===== src/rtl/mem_arbiter_if.sv =====
// Bundle of the fetch, execute and downstream memory signals around mem_arbiter.
// The arbiter uses the slave view; the requesters and memory controller use the master view.
interface mem_arbiter_if #(
    parameter int unsigned M_WIDTH = 8
) ();
    logic               if_req;
    logic [M_WIDTH-1:0] if_addr;
    logic               if_abort;
    logic               if_ready;
    logic [M_WIDTH-1:0] if_data;

    logic               ex_req;
    logic               ex_we;
    logic [M_WIDTH-1:0] ex_addr;
    logic [M_WIDTH-1:0] ex_data_wr;
    logic [1:0]         ex_acc_width;
    logic               ex_ready;
    logic [M_WIDTH-1:0] ex_data_rd;

    logic               mem_req;
    logic               mem_we;
    logic [M_WIDTH-1:0] mem_addr;
    logic [M_WIDTH-1:0] mem_data_out;
    logic [1:0]         mem_acc_width;
    logic [M_WIDTH-1:0] mem_data_in;
    logic               mem_ready;

    modport slave (
        input  if_req, if_addr, if_abort,
        input  ex_req, ex_we, ex_addr, ex_data_wr, ex_acc_width,
        input  mem_data_in, mem_ready,
        output if_ready, if_data, ex_ready, ex_data_rd,
        output mem_req, mem_we, mem_addr, mem_data_out, mem_acc_width
    );

    modport master (
        output if_req, if_addr, if_abort,
        output ex_req, ex_we, ex_addr, ex_data_wr, ex_acc_width,
        output mem_data_in, mem_ready,
        input  if_ready, if_data, ex_ready, ex_data_rd,
        input  mem_req, mem_we, mem_addr, mem_data_out, mem_acc_width
    );
endinterface


===== src/rtl/mem_arbiter.sv =====
// Shares one external memory port between instruction fetch and the execute stage.
// Define ARB_ROUND_ROBIN_EN for alternating grants on contention; default is execute-first.
module mem_arbiter #(
    parameter int unsigned M_WIDTH    = 8,
    parameter logic [1:0]  MEM_ACC_32 = 2'b10
) (
    input  logic         clk,
    input  logic         rst_n,
    mem_arbiter_if.slave bus
);

    typedef enum logic [1:0] {StIdle, StBusy, StResp} state_e;

    state_e             state_q, state_d;
    logic               owner_q, owner_d;  // 0 = fetch, 1 = execute
    logic               abort_q, abort_d;
    logic               grant_ex;

    logic               mem_req_q, mem_req_d;
    logic               mem_we_q, mem_we_d;
    logic [M_WIDTH-1:0] mem_addr_q, mem_addr_d;
    logic [M_WIDTH-1:0] mem_data_out_q, mem_data_out_d;
    logic [1:0]         mem_acc_width_q, mem_acc_width_d;
    logic               if_ready_q, if_ready_d;
    logic               ex_ready_q, ex_ready_d;
    logic [M_WIDTH-1:0] if_data_q, if_data_d;
    logic [M_WIDTH-1:0] ex_data_rd_q, ex_data_rd_d;

`ifdef ARB_ROUND_ROBIN_EN
    logic rr_ex_q, rr_ex_d;  // side favoured on the next contended grant

    always_comb begin
        rr_ex_d = rr_ex_q;
        if (bus.if_req && bus.ex_req) begin
            grant_ex = rr_ex_q;
        end else begin
            grant_ex = bus.ex_req;
        end
        if (state_q == StIdle && (bus.if_req || bus.ex_req)) begin
            rr_ex_d = ~grant_ex;
        end
    end

    always_ff @(posedge clk) begin
        if (!rst_n) begin
            rr_ex_q <= 1'b0;
        end else begin
            rr_ex_q <= rr_ex_d;
        end
    end
`else
    assign grant_ex = bus.ex_req;
`endif

    always_comb begin
        state_d         = state_q;
        owner_d         = owner_q;
        abort_d         = abort_q;
        mem_req_d       = mem_req_q;
        mem_we_d        = mem_we_q;
        mem_addr_d      = mem_addr_q;
        mem_data_out_d  = mem_data_out_q;
        mem_acc_width_d = mem_acc_width_q;
        if_data_d       = if_data_q;
        ex_data_rd_d    = ex_data_rd_q;
        if_ready_d      = 1'b0;
        ex_ready_d      = 1'b0;

        case (state_q)
            StIdle: begin
                if (bus.if_req || bus.ex_req) begin
                    state_d   = StBusy;
                    owner_d   = grant_ex;
                    mem_req_d = 1'b1;
                    if (grant_ex) begin
                        mem_we_d        = bus.ex_we;
                        mem_addr_d      = bus.ex_addr;
                        mem_data_out_d  = bus.ex_data_wr;
                        mem_acc_width_d = bus.ex_acc_width;
                    end else begin
                        mem_we_d        = 1'b0;
                        mem_addr_d      = bus.if_addr;
                        mem_data_out_d  = '0;
                        mem_acc_width_d = MEM_ACC_32;
                        abort_d         = bus.if_abort;
                    end
                end
            end
            StBusy: begin
                if (!owner_q && bus.if_abort) begin
                    abort_d = 1'b1;
                end
                if (bus.mem_ready) begin
                    state_d   = StResp;
                    mem_req_d = 1'b0;
                    if (owner_q) begin
                        ex_data_rd_d = bus.mem_data_in;
                        ex_ready_d   = 1'b1;
                    end else if (!abort_d) begin
                        // A flushed fetch still finishes downstream but is never reported.
                        if_data_d  = bus.mem_data_in;
                        if_ready_d = 1'b1;
                    end
                end
            end
            StResp: begin
                // The ready pulse is already on the outputs; the flag is dropped entering idle.
                state_d = StIdle;
                abort_d = 1'b0;
            end
            default: begin
                state_d = StIdle;
            end
        endcase
    end

    always_ff @(posedge clk) begin
        if (!rst_n) begin
            state_q         <= StIdle;
            owner_q         <= 1'b0;
            abort_q         <= 1'b0;
            mem_req_q       <= 1'b0;
            mem_we_q        <= 1'b0;
            mem_addr_q      <= '0;
            mem_data_out_q  <= '0;
            mem_acc_width_q <= '0;
            if_ready_q      <= 1'b0;
            ex_ready_q      <= 1'b0;
            if_data_q       <= '0;
            ex_data_rd_q    <= '0;
        end else begin
            state_q         <= state_d;
            owner_q         <= owner_d;
            abort_q         <= abort_d;
            mem_req_q       <= mem_req_d;
            mem_we_q        <= mem_we_d;
            mem_addr_q      <= mem_addr_d;
            mem_data_out_q  <= mem_data_out_d;
            mem_acc_width_q <= mem_acc_width_d;
            if_ready_q      <= if_ready_d;
            ex_ready_q      <= ex_ready_d;
            if_data_q       <= if_data_d;
            ex_data_rd_q    <= ex_data_rd_d;
        end
    end

    assign bus.mem_req       = mem_req_q;
    assign bus.mem_we        = mem_we_q;
    assign bus.mem_addr      = mem_addr_q;
    assign bus.mem_data_out  = mem_data_out_q;
    assign bus.mem_acc_width = mem_acc_width_q;
    assign bus.if_ready      = if_ready_q;
    assign bus.if_data       = if_data_q;
    assign bus.ex_ready      = ex_ready_q;
    assign bus.ex_data_rd    = ex_data_rd_q;

endmodule


===== src/flat_wrapper.sv =====
// flat-port wrapper written by rule: the top's interface ports become plain ports
module mem_arbiter_flat 
#(
    parameter int unsigned M_WIDTH    = 8,
    parameter logic [1:0]  MEM_ACC_32 = 2'b10
)
  (clk, rst_n, bus_if_req, bus_if_addr, bus_if_abort, bus_ex_req, bus_ex_we, bus_ex_addr, bus_ex_data_wr, bus_ex_acc_width, bus_mem_data_in, bus_mem_ready, bus_if_ready, bus_if_data, bus_ex_ready, bus_ex_data_rd, bus_mem_req, bus_mem_we, bus_mem_addr, bus_mem_data_out, bus_mem_acc_width);
  mem_arbiter_if #(.M_WIDTH(M_WIDTH)) bus_i ();
  input  logic clk;
  input  logic rst_n;
  input wire logic [$bits(bus_i.if_req)-1:0] bus_if_req;
  input wire logic [$bits(bus_i.if_addr)-1:0] bus_if_addr;
  input wire logic [$bits(bus_i.if_abort)-1:0] bus_if_abort;
  input wire logic [$bits(bus_i.ex_req)-1:0] bus_ex_req;
  input wire logic [$bits(bus_i.ex_we)-1:0] bus_ex_we;
  input wire logic [$bits(bus_i.ex_addr)-1:0] bus_ex_addr;
  input wire logic [$bits(bus_i.ex_data_wr)-1:0] bus_ex_data_wr;
  input wire logic [$bits(bus_i.ex_acc_width)-1:0] bus_ex_acc_width;
  input wire logic [$bits(bus_i.mem_data_in)-1:0] bus_mem_data_in;
  input wire logic [$bits(bus_i.mem_ready)-1:0] bus_mem_ready;
  output wire logic [$bits(bus_i.if_ready)-1:0] bus_if_ready;
  output wire logic [$bits(bus_i.if_data)-1:0] bus_if_data;
  output wire logic [$bits(bus_i.ex_ready)-1:0] bus_ex_ready;
  output wire logic [$bits(bus_i.ex_data_rd)-1:0] bus_ex_data_rd;
  output wire logic [$bits(bus_i.mem_req)-1:0] bus_mem_req;
  output wire logic [$bits(bus_i.mem_we)-1:0] bus_mem_we;
  output wire logic [$bits(bus_i.mem_addr)-1:0] bus_mem_addr;
  output wire logic [$bits(bus_i.mem_data_out)-1:0] bus_mem_data_out;
  output wire logic [$bits(bus_i.mem_acc_width)-1:0] bus_mem_acc_width;
  assign bus_i.if_req = bus_if_req;
  assign bus_i.if_addr = bus_if_addr;
  assign bus_i.if_abort = bus_if_abort;
  assign bus_i.ex_req = bus_ex_req;
  assign bus_i.ex_we = bus_ex_we;
  assign bus_i.ex_addr = bus_ex_addr;
  assign bus_i.ex_data_wr = bus_ex_data_wr;
  assign bus_i.ex_acc_width = bus_ex_acc_width;
  assign bus_i.mem_data_in = bus_mem_data_in;
  assign bus_i.mem_ready = bus_mem_ready;
  assign bus_if_ready = bus_i.if_ready;
  assign bus_if_data = bus_i.if_data;
  assign bus_ex_ready = bus_i.ex_ready;
  assign bus_ex_data_rd = bus_i.ex_data_rd;
  assign bus_mem_req = bus_i.mem_req;
  assign bus_mem_we = bus_i.mem_we;
  assign bus_mem_addr = bus_i.mem_addr;
  assign bus_mem_data_out = bus_i.mem_data_out;
  assign bus_mem_acc_width = bus_i.mem_acc_width;
  mem_arbiter #(.M_WIDTH(M_WIDTH), .MEM_ACC_32(MEM_ACC_32)) u_core (.clk(clk), .rst_n(rst_n), .bus(bus_i));
endmodule

===== config.mk =====
export PLATFORM = sky130hd
export DESIGN_NAME = mem_arbiter_flat
export DESIGN_NICKNAME = d
export VERILOG_FILES = /design/src/rtl/mem_arbiter_if.sv /design/src/rtl/mem_arbiter.sv /design/src/flat_wrapper.sv
export SDC_FILE = /design/constraint.sdc
export NUM_CORES = 1
export LEC_CHECK = 0
export ABC_AREA = 1
export CORE_ASPECT_RATIO = 1.1
export CORE_MARGIN = 3
export CORE_UTILIZATION = 35
export DETAILED_ROUTE_END_ITERATION = 10
export GPL_TIMING_DRIVEN = 0
export PLACE_DENSITY = 0.68
export SLEW_MARGIN = 10
export SYNTH_ARGS = -nofsm -noshare
export SYNTH_HDL_FRONTEND = slang
export SYNTH_SLANG_ARGS = --single-unit

===== constraint.sdc =====
create_clock -name clk -period 3.5 [get_ports clk]
set_clock_uncertainty 0.2 [all_clocks]
set_input_delay 0.7 -clock clk [delete_from_list [all_inputs] [get_ports clk]]
set_output_delay 0.7 -clock clk [all_outputs]
set_load 0.05 [all_outputs]

==> metrics <==
result of the run=complete, no violations; antenna violations before repair=0; Skew-Pair Late Insertion Delay=0.28 ns; Placer Congestion=0.751; Final Worst Setup Slack=1.16 ns; number of ports placed on the die boundary=79; synthesized instance count=252; share of the cycle needed by the critical path after routing=0.668; global-route layer with the greatest usage=met2; total negative slack for setup checks=0 ns; Seq/Total Area, Yosys=0.462; final WL=~4500 um; distinct cell type count of the synthesized netlist=21; aggregate global-route resource usage=0.155; Clock power frac=0.286; Power Dens Cells=483 nW/um^2; switching component of the power=431 uW; Gate power share=0.308; setup slack after placement=~1.2 ns; Final Hold Viols=0; clock-pin slew on the worst setup and hold paths=0.07 ns; Die W=about 75 um; Leakage=1.18 nW; post-synth top area share=0.462; maximum number of pins on one net before global-route repair=13; most repeated cell in the gate-level netlist after synthesis=sky130_fd_sc_hd__nand2_1; total of endpoints with negative setup slack in the final report=0; Rows=26; actual transition at the worst max-transition pin=about 0.52 ns; number of inserted diodes=0; TritonCTS sink count=42; Hold Slack=0.242 ns; area occupied by multi-input gates=772 um^2; total internal power=903 uW; required time at the worst-slack endpoint=2.60 ns; half-perimeter wire length after placement=about 3500 um; area leader, netlist=sky130_fd_sc_hd__dfxtp_1; met2 Usage GRT=0.260; post-CTS setup buffer count=0; share of total power consumed by net switching=0.323; net count after synthesis=298; first-pass GRT wire length=7390 um; chain of cells forming the critical path=clkdlybuf4s50_1; PnR Total Power=1.33 mW; maximum capacitance violations=0; post-layout min period=2.34 ns; GR Overflow Total=0; Slew HR=0.651; Cell Count, Final, Fillers Out=a little under 400; dominant register cell in the synthesized netlist=sky130_fd_sc_hd__dfxtp_1; detailed-route via count=1,746; remaining design rule violation count=0; Synth-to-Final Area Change=51.9%; stage delay of the slowest cell on the critical path=0.82 ns; vias in the first global route=1,653; number of synthesized flops with an enable pin=0; placement-stage cell area=2650 um^2; share of synthesized registers carrying an async set or reset=0; htree depth=2; Inserted Clock Buffers=5; Top Family by Delay on Critical Path=buffers and inverters; met1 Track Usage GR=0.195; critical path peak fanout=2; CP startpoint kind=register; maximum ir drop on the vdd rail=roughly 0.28 mV; endpoint type of the worst setup path=output port; instance count after placement with tap cells included=384; count of buffering cells on the critical path with inverters included=1; Layout Cell Area excl Fill=2760 um^2; number of flip-flops and latches in the synthesized netlist=42; Arrival @ worst endpoint=1.44 ns; most instantiated cells after synthesis=sky130_fd_sc_hd__nand2_1, sky130_fd_sc_hd__dfxtp_1, sky130_fd_sc_hd__nor2_1; Post-Synthesis Mean Instance Area=approximately 7.2 um^2; final design utilization=0.574; classification of the worst-slack hold path=register to register; remaining number of nets flagged by the antenna check after routing=0; met3 routing resource usage after global routing=0.0379; First-pass DRT Iterations=4; CTS hold repair buffers=0; Initial Util=0.378; Routed wire per std cell=11.4 um; critical-path cell with the highest stage delay=sky130_fd_sc_hd__clkdlybuf4s50_1; number of port buffers=76; critical path class=register to output port; Post-Synthesis Cell Area=1820 um^2; area inside the core boundary=4810 um^2; fraction of layout instances using a drive strength above 1=0.0627; CTS max path bufs=2; setup repair after global routing missed its margin=false; register share of total power=0.406; max-slew violation count=0; Max Fclk=428 MHz; sequential cell area=~840 um^2; Die Area=approximately 6000 um^2; Vert. Die Dim=81.6 um; number of vias per cell after detailed routing=4.47; number of gates given a new drive strength after cts=0; Clk Tree Root Cell=sky130_fd_sc_hd__clkbuf_8; # fillers=493; most area-consuming cells after synthesis=sky130_fd_sc_hd__dfxtp_1, sky130_fd_sc_hd__nand2_1, sky130_fd_sc_hd__nor2_1; nets=about 380; Yosys warning total=0; clock tree from TritonCTS=done; iteration-0 DRC count of the detailed router=~60
logic make-up after synthesis:
family,after synthesis,synth area share
DFF,42,0.462
and+or+nand+nor,110,0.258
AOI/OAI and AO/OA,48,0.132
adders and majority gates,5,0.0344
buffers and inverters,47,0.113
flip-flops by register name, summed over array words and instances (netlist names):
register	flops
u_core.bus.mem_acc_width	2
u_core.bus.mem_data_out	8
u_core.state_q	2
u_core.abort_q	1
u_core.bus.mem_req	1
u_core.bus.ex_ready	1
u_core.bus.mem_we	1
u_core.bus.ex_data_rd	8
u_core.bus.mem_addr	8
u_core.bus.if_data	8
u_core.owner_q	1
u_core.bus.if_ready	1
layout make-up:
class / instances / area share
Sequential cell: 42 / 0.304
Multi-Input combinational cell: 163 / 0.280
Clock inverter: 1 / 0.0109
Tap cell: 56 / 0.0254
Buffer: 9 / 0.0208
Clock buffer: 6 / 0.0299
Inverter: 38 / 0.0535
Timing Repair Buffer: 76 / 0.275
worst paths after layout:
check        depth (start not counted)  slack (ns)                         from                          to
max                                  1        1.16  u_core.bus.mem_acc_width[1]        bus_mem_acc_width[1]
min                                  2        0.24     u_core.bus.ex_data_rd[5]    u_core.bus.ex_data_rd[5]
max reg2reg                          6        1.83            u_core.state_q[0]  u_core.bus.mem_data_out[6]
min reg2reg                          2        0.24     u_core.bus.ex_data_rd[5]    u_core.bus.ex_data_rd[5]
layer usage:
| metal | vias to the layer above | wire length (um) |
|---|---|---|
| met4 | 0 | 55 |
| met5 | - | 0 |
| met1 | 757 | 2040 |
| li1 | 937 | - |
| met2 | 48 | 2090 |
| met3 | 4 | 288 |
cells in the final DEF (no fill, tap or decap):
cell                              instances
sky130_fd_sc_hd__a21oi_1                 23
sky130_fd_sc_hd__buf_2                    4
sky130_fd_sc_hd__buf_4                    1
sky130_fd_sc_hd__buf_6                    2
sky130_fd_sc_hd__bufinv_16                1
sky130_fd_sc_hd__clkbuf_1                 2
sky130_fd_sc_hd__clkbuf_8                 6
sky130_fd_sc_hd__clkdlybuf4s50_1         76
sky130_fd_sc_hd__clkinv_1                 1
sky130_fd_sc_hd__dfxtp_1                 42
sky130_fd_sc_hd__ha_1                     5
sky130_fd_sc_hd__inv_1                   34
sky130_fd_sc_hd__inv_2                    2
sky130_fd_sc_hd__inv_6                    1
sky130_fd_sc_hd__nand2_1                 60
sky130_fd_sc_hd__nand2_2                  1
sky130_fd_sc_hd__nand3_1                  6
sky130_fd_sc_hd__nand4_1                  1
sky130_fd_sc_hd__nor2_1                  37
sky130_fd_sc_hd__nor2_4                   1
sky130_fd_sc_hd__nor2_8                   2
sky130_fd_sc_hd__nor3_1                   1
sky130_fd_sc_hd__nor4_1                   1
sky130_fd_sc_hd__o21ai_0                 25
power by group through the flow:
stage / logic, mW / registers, mW / clock network, mW
CTS: 0.417 / 0.542 / 0.394
global route: 0.448 / 0.548 / 0.414
floorplan: 0.143 / 0.675 / 0
global placement: 0.412 / 0.552 / 0
finish: 0.411 / 0.542 / 0.381
detailed placement: 0.415 / 0.553 / 0
No activity file was read; power rests on OpenSTA's default activity.
